[config.mk]
export PLATFORM = sky130hd
export DESIGN_NAME = serial_adder_flat
export DESIGN_NICKNAME = d
export VERILOG_FILES = /design/src/rtl/serial_adder_if.sv /design/src/rtl/serial_adder.sv /design/src/flat_wrapper.sv
export SDC_FILE = /design/constraint.sdc
export NUM_CORES = 1
export LEC_CHECK = 0
export ABC_AREA = 1
export CAP_MARGIN = 20
export CORE_MARGIN = 1.5
export CORE_UTILIZATION = 46
export DETAILED_ROUTE_END_ITERATION = 12
export HOLD_SLACK_MARGIN = 0.1
export PLACE_DENSITY_LB_ADDON = 0.15
export SYNTH_ARGS = -nofsm -noshare
export SYNTH_HDL_FRONTEND = slang
export SYNTH_SLANG_ARGS = --single-unit
[constraint.sdc]
create_clock -name clk -period 2 [get_ports clk]
set_clock_uncertainty 0.05 [all_clocks]
set_input_delay 0.2 -clock clk [delete_from_list [all_inputs] [get_ports clk]]
set_output_delay 0.2 -clock clk [all_outputs]
set_load 0.02 [all_outputs]
[src/rtl/serial_adder_if.sv]
// Handshake bundle for the bit-serial adder: operand channel (in_*, a, b, cin)
// and result channel (out_*, sum, cout, ovf), plus the busy status flag.
interface serial_adder_if #(
  parameter int WIDTH = 8
);
  logic             in_valid;
  logic             in_ready;
  logic [WIDTH-1:0] a;
  logic [WIDTH-1:0] b;
  logic             cin;
  logic [WIDTH-1:0] sum;
  logic             cout;
  logic             ovf;
  logic             out_valid;
  logic             out_ready;
  logic             busy;

  // Adder side: consumes operands, produces the result.
  modport slave (
    input  in_valid, a, b, cin, out_ready,
    output in_ready, sum, cout, ovf, out_valid, busy
  );

  // Client side: supplies operands, consumes the result.
  modport master (
    output in_valid, a, b, cin, out_ready,
    input  in_ready, sum, cout, ovf, out_valid, busy
  );
endinterface

[src/rtl/serial_adder.sv]
// Bit-serial ripple adder. One full-adder slice plus a carry flop resolve one
// operand bit per clock, LSB first. {cout,sum} = a + b + cin; ovf flags
// two's-complement overflow (carry into MSB xor carry out of MSB).
module serial_adder #(
  parameter int WIDTH = 8
) (
  input  logic            clk,
  input  logic            rst_n,
  serial_adder_if.slave   bus
);

  localparam int CW = (WIDTH > 1) ? $clog2(WIDTH) : 1;

  localparam logic [1:0] IDLE = 2'd0;
  localparam logic [1:0] RUN  = 2'd1;
  localparam logic [1:0] DONE = 2'd2;

  localparam logic [CW-1:0] LAST_BIT = CW'(WIDTH - 1);

  logic [1:0]       state_reg, state_next;
  logic [CW-1:0]    cnt_reg, cnt_next;
  logic [WIDTH-1:0] a_reg, a_next;
  logic [WIDTH-1:0] b_reg, b_next;
  logic             carry_reg, carry_next;
  logic [WIDTH-1:0] sum_reg, sum_next;
  logic             cout_reg, cout_next;
  logic             ovf_reg, ovf_next;

  // Single full-adder slice operating on the bit selected by the counter.
  logic bit_a, bit_b, slice_sum, slice_carry;

  assign bit_a       = a_reg[cnt_reg];
  assign bit_b       = b_reg[cnt_reg];
  assign slice_sum   = bit_a ^ bit_b ^ carry_reg;
  assign slice_carry = (bit_a & bit_b) | (bit_a & carry_reg) | (bit_b & carry_reg);

  // Sum register image with only the current bit replaced; untouched bits
  // keep their value, so not-yet-computed bits stay at the zero loaded on accept.
  logic [WIDTH-1:0] sum_upd;

  generate
    for (genvar gi = 0; gi < WIDTH; gi++) begin : g_sum_bit
      assign sum_upd[gi] = (cnt_reg == CW'(gi)) ? slice_sum : sum_reg[gi];
    end
  endgenerate

  // Next-state logic: accept in IDLE, one bit per edge in RUN, hold in DONE.
  always_comb begin
    state_next = state_reg;
    cnt_next   = cnt_reg;
    a_next     = a_reg;
    b_next     = b_reg;
    carry_next = carry_reg;
    sum_next   = sum_reg;
    cout_next  = cout_reg;
    ovf_next   = ovf_reg;

    case (state_reg)
      IDLE: begin
        if (bus.in_valid) begin
          state_next = RUN;
          a_next     = bus.a;
          b_next     = bus.b;
          carry_next = bus.cin;
          cnt_next   = '0;
          sum_next   = '0;
          cout_next  = 1'b0;
          ovf_next   = 1'b0;
        end
      end

      RUN: begin
        sum_next   = sum_upd;
        carry_next = slice_carry;
        if (cnt_reg == LAST_BIT) begin
          // carry_reg here is the carry into the MSB, slice_carry the carry out.
          state_next = DONE;
          cout_next  = slice_carry;
          ovf_next   = carry_reg ^ slice_carry;
        end else begin
          cnt_next = cnt_reg + CW'(1);
        end
      end

      DONE: begin
        if (bus.out_ready) begin
          state_next = IDLE;
        end
      end

      default: begin
        state_next = IDLE;
      end
    endcase
  end

  // State and datapath registers; reset aborts any operation in flight.
  always_ff @(posedge clk or negedge rst_n) begin
    if (!rst_n) begin
      state_reg <= IDLE;
      cnt_reg   <= '0;
      a_reg     <= '0;
      b_reg     <= '0;
      carry_reg <= 1'b0;
      sum_reg   <= '0;
      cout_reg  <= 1'b0;
      ovf_reg   <= 1'b0;
    end else begin
      state_reg <= state_next;
      cnt_reg   <= cnt_next;
      a_reg     <= a_next;
      b_reg     <= b_next;
      carry_reg <= carry_next;
      sum_reg   <= sum_next;
      cout_reg  <= cout_next;
      ovf_reg   <= ovf_next;
    end
  end

  // in_ready is gated by rst_n so it drops immediately in reset and rises
  // as soon as reset is released, without waiting for a clock edge.
  assign bus.in_ready  = (state_reg == IDLE) && rst_n;
  assign bus.out_valid = (state_reg == DONE);
  assign bus.busy      = (state_reg != IDLE);
  assign bus.sum       = sum_reg;
  assign bus.cout      = cout_reg;
  assign bus.ovf       = ovf_reg;

endmodule

[src/flat_wrapper.sv]
// flat-port wrapper written by rule: the top's interface ports become plain ports
module serial_adder_flat 
#(
  parameter int WIDTH = 8
)
  (clk, rst_n, bus_in_valid, bus_a, bus_b, bus_cin, bus_out_ready, bus_in_ready, bus_sum, bus_cout, bus_ovf, bus_out_valid, bus_busy);
  serial_adder_if #(.WIDTH(WIDTH)) bus_i ();
  input  logic clk;
  input  logic rst_n;
  input wire logic [$bits(bus_i.in_valid)-1:0] bus_in_valid;
  input wire logic [$bits(bus_i.a)-1:0] bus_a;
  input wire logic [$bits(bus_i.b)-1:0] bus_b;
  input wire logic [$bits(bus_i.cin)-1:0] bus_cin;
  input wire logic [$bits(bus_i.out_ready)-1:0] bus_out_ready;
  output wire logic [$bits(bus_i.in_ready)-1:0] bus_in_ready;
  output wire logic [$bits(bus_i.sum)-1:0] bus_sum;
  output wire logic [$bits(bus_i.cout)-1:0] bus_cout;
  output wire logic [$bits(bus_i.ovf)-1:0] bus_ovf;
  output wire logic [$bits(bus_i.out_valid)-1:0] bus_out_valid;
  output wire logic [$bits(bus_i.busy)-1:0] bus_busy;
  assign bus_i.in_valid = bus_in_valid;
  assign bus_i.a = bus_a;
  assign bus_i.b = bus_b;
  assign bus_i.cin = bus_cin;
  assign bus_i.out_ready = bus_out_ready;
  assign bus_in_ready = bus_i.in_ready;
  assign bus_sum = bus_i.sum;
  assign bus_cout = bus_i.cout;
  assign bus_ovf = bus_i.ovf;
  assign bus_out_valid = bus_i.out_valid;
  assign bus_busy = bus_i.busy;
  serial_adder #(.WIDTH(WIDTH)) u_core (.clk(clk), .rst_n(rst_n), .bus(bus_i));
endmodule
==> flow_summary.json <==
{
  "worstMarginPinSlew_ns": 0.410,
  "layout_commonest_cell": "nand2_1",
  "slew_violations": 0,
  "endpoint_kind": "flip-flop",
  "cpMostUsedCell": "nand2_1",
  "setup_viol": 0,
  "leakage_nw": 1.09,
  "finalPower_mw": 3.76,
  "drive_gt1_share_pct": 22.4,
  "nets": 269,
  "clock_latency_ns": 0.28,
  "setup_tns_ns": 0,
  "yosysWarnings": 0,
  "drt_iter0_drc": 38,
  "ios": 34,
  "rsz0062_at_grt": "yes",
  "cts_hold_buffers": 0,
  "cp-start-kind": "flip-flop",
  "antenna_found_initial": 0,
  "cpPeakStageDelay_ns": 0.49,
  "detail-route-antenna-nets": 0,
  "die_w_um": 63.7,
  "power_density_nw_per_um2": 1680,
  "via_per_inst": 4.90,
  "clock_path_buffers": 2,
  "syn_area_sq_um": 1700,
  "hpwl_mm": 2.48,
  "clk_pin_slew_ns": 0.06,
  "netlist.area_leader.share_pct": 47.2,
  "wl_mm": 3.60,
  "postLayoutCellArea_sq_um": 2240,
  "critPathSlowestCell": "fa_1",
  "gp_congestion": 0.835,
  "yosys_register_bits": 32,
  "synth_cells": 199,
  "fin_cells": 287,
  "die_h_um": 63.7,
  "hp-class": "in -> async",
  "yosysTopAreaCell": "dfrtp_1",
  "hold_viol_final": 0,
  "fin_hold_ws_ns": 0.393,
  "critical-path-top-delay-family": "simple AND/OR/NAND/NOR gates",
  "dpl_cell_area_sq_um": 2060,
  "vias": 1407,
  "cts-root-buf": "clkbuf_8",
  "drc": 0,
  "initial_core_util_pct": 49.3,
  "diodes": 0,
  "fin_crit_sh_pct": 97.3,
  "drv_cap": 0,
  "max_freq_mhz": 514,
  "grt_start_max_net_pins": 35,
  "rows": 21,
  "track_usage_pct": 19.4,
  "syn_avg_cell_area_sq_um": 8.53,
  "die_area_sq_um": 4060,
  "dr.pass1.iters": 4,
  "cp.buffers_inverters": 2,
  "wl_per_cell_um": 12.6,
  "synth_cell_types": 22,
  "mostFrequentLayoutCells": "58 x nand2_1, 33 x clkdlybuf4s50_1, 30 x dfrtp_1",
  "grt_pass1_vias": 1400,
  "layout_min_cycle_time_ns": 1.95,
  "htree_num_levels": 2,
  "setup_ws_ns": 0.0535,
  "reg2reg_from": "u_core.cnt_reg[0]$_DFFE_PN0P_",
  "grt_pass1_wl_mm": 6.09,
  "critical_path.startpoint": "u_core.cnt_reg[0]$_DFFE_PN0P_",
  "cp_data_arrival_time_ns": 2.12,
  "io_buffers": 33,
  "gr-total-overflow": 0,
  "slew_headroom_pct": 72.6,
  "core_sq_um": 3440,
  "dpl.cell_count": 275,
  "ir_drop_mv": 0.755,
  "worstSetupPathType": "reg -> reg",
  "clkSinkCount": 32,
  "cts_tree": "yes",
  "utilization_pct": 65.1,
  "seq_area_frac_synth_pct": 47.2,
  "crit_chain": "clkinvlp_4, nand2_1, nand3_1, nand2_1, nand2_1, nand2_2, fa_1, inv_2, nor2_4, o21ai_0, nand2_1",
  "path_max_fanout": 8,
  "synthTopCellsByArea": "dfrtp_1 47%, nand2_1 14%, o21ai_2 8.3%, nand3_1 5.9%, inv_1 5.8%",
  "area_growth_pct": 32.1,
  "critPathRequiredTime_ns": 2.17,
  "pre_cts_slack_ns": 0.0368,
  "status": "finished, final reports clean",
  "cts_made_buffers": 5,
  "synth_nets": 227
}
## per-layer routing
metal  share of wire [%]  vias up  global-route usage [%]
met5                   0        -                       0
met4                 1.7        0                    8.15
met3                 4.9        7                    4.58
met2                  48       39                    31.4
met1                  45      652                    24.9
li1                    -      709                       -
## cells in the mapped netlist
library cell  number
dfrtp_1           32
nand2_2            3
buf_4              2
ha_1               6
inv_2              3
inv_4              1
o21ai_0           10
nand2_1           65
buf_2              1
xnor2_1            1
nor2_4             2
nor2_1             3
buf_6              2
inv_1             26
a21oi_1            1
o211ai_1           1
fa_1               1
nand3_4            1
nand3_1           20
o31ai_1            1
o21ai_2           16
mux2i_1            1
## path summary, 6_finish.rpt
kind,to,slack [ns],depth (start not counted)
setup / recovery,u_core.bus.sum[3]$_DFFE_PN0P_,0.05,11
hold / removal,u_core.a_reg[4]$_DFFE_PN0P_,0.39,2
setup reg to reg,u_core.bus.sum[3]$_DFFE_PN0P_,0.05,11
hold reg to reg,u_core.bus.cout$_DFFE_PN0P_,0.46,2
max in group asynchronous,u_core.cnt_reg[0]$_DFFE_PN0P_,1.19,2
min in group clk,u_core.b_reg[3]$_DFFE_PN0P_,0.43,3
## timing repair
item / 4_1_cts / 5_1_grt
buffers inserted: 0 / 3
endpoints found under the setup margin: 0 / 9
resized for setup: 0 / 21
## kinds of logic after synthesis
family	count (synthesis)	synth area share (%)
AOI/OAI and AO/OA	29	12.4
buffers and inverters	35	9.29
DFF	32	47.2
muxes	1	0.590
and+or+nand+nor	94	24.4
xor gates and xnor gates	1	0.516
adders and majority gates	7	5.60
## cell type report
cell class | instances | area, sq um
Tap cell | 46 | 57.6
Multi-Input combinational cell | 132 | 776
Fill cell | 296 | 1200
Sequential cell | 32 | 803
Inverter | 30 | 118
Timing Repair Buffer | 39 | 383
Clock buffer | 7 | 96.3
Timing Repair inverter | 1 | 7.51
## worst register-to-register path, cell delays in order, from the launching register on
cell	delay [ns]
dfrtp_2	0.46
clkinvlp_4	0.14
nand2_1	0.07
nand3_1	0.08
nand2_1	0.07
nand2_1	0.08
nand2_2	0.06
fa_1	0.49
inv_2	0.05
nor2_4	0.17
o21ai_0	0.11
nand2_1	0.07
## power breakdown
group	switching (mW)	total, mW	internal, mW	leakage [nW]
sequential	0.181	1.13	0.949	0.400
clock	0.225	0.531	0.306	0.0503
combinational	1.24	2.10	0.851	0.638
total	1.65	3.76	2.11	1.09
No activity file was read; power rests on OpenSTA's default activity.
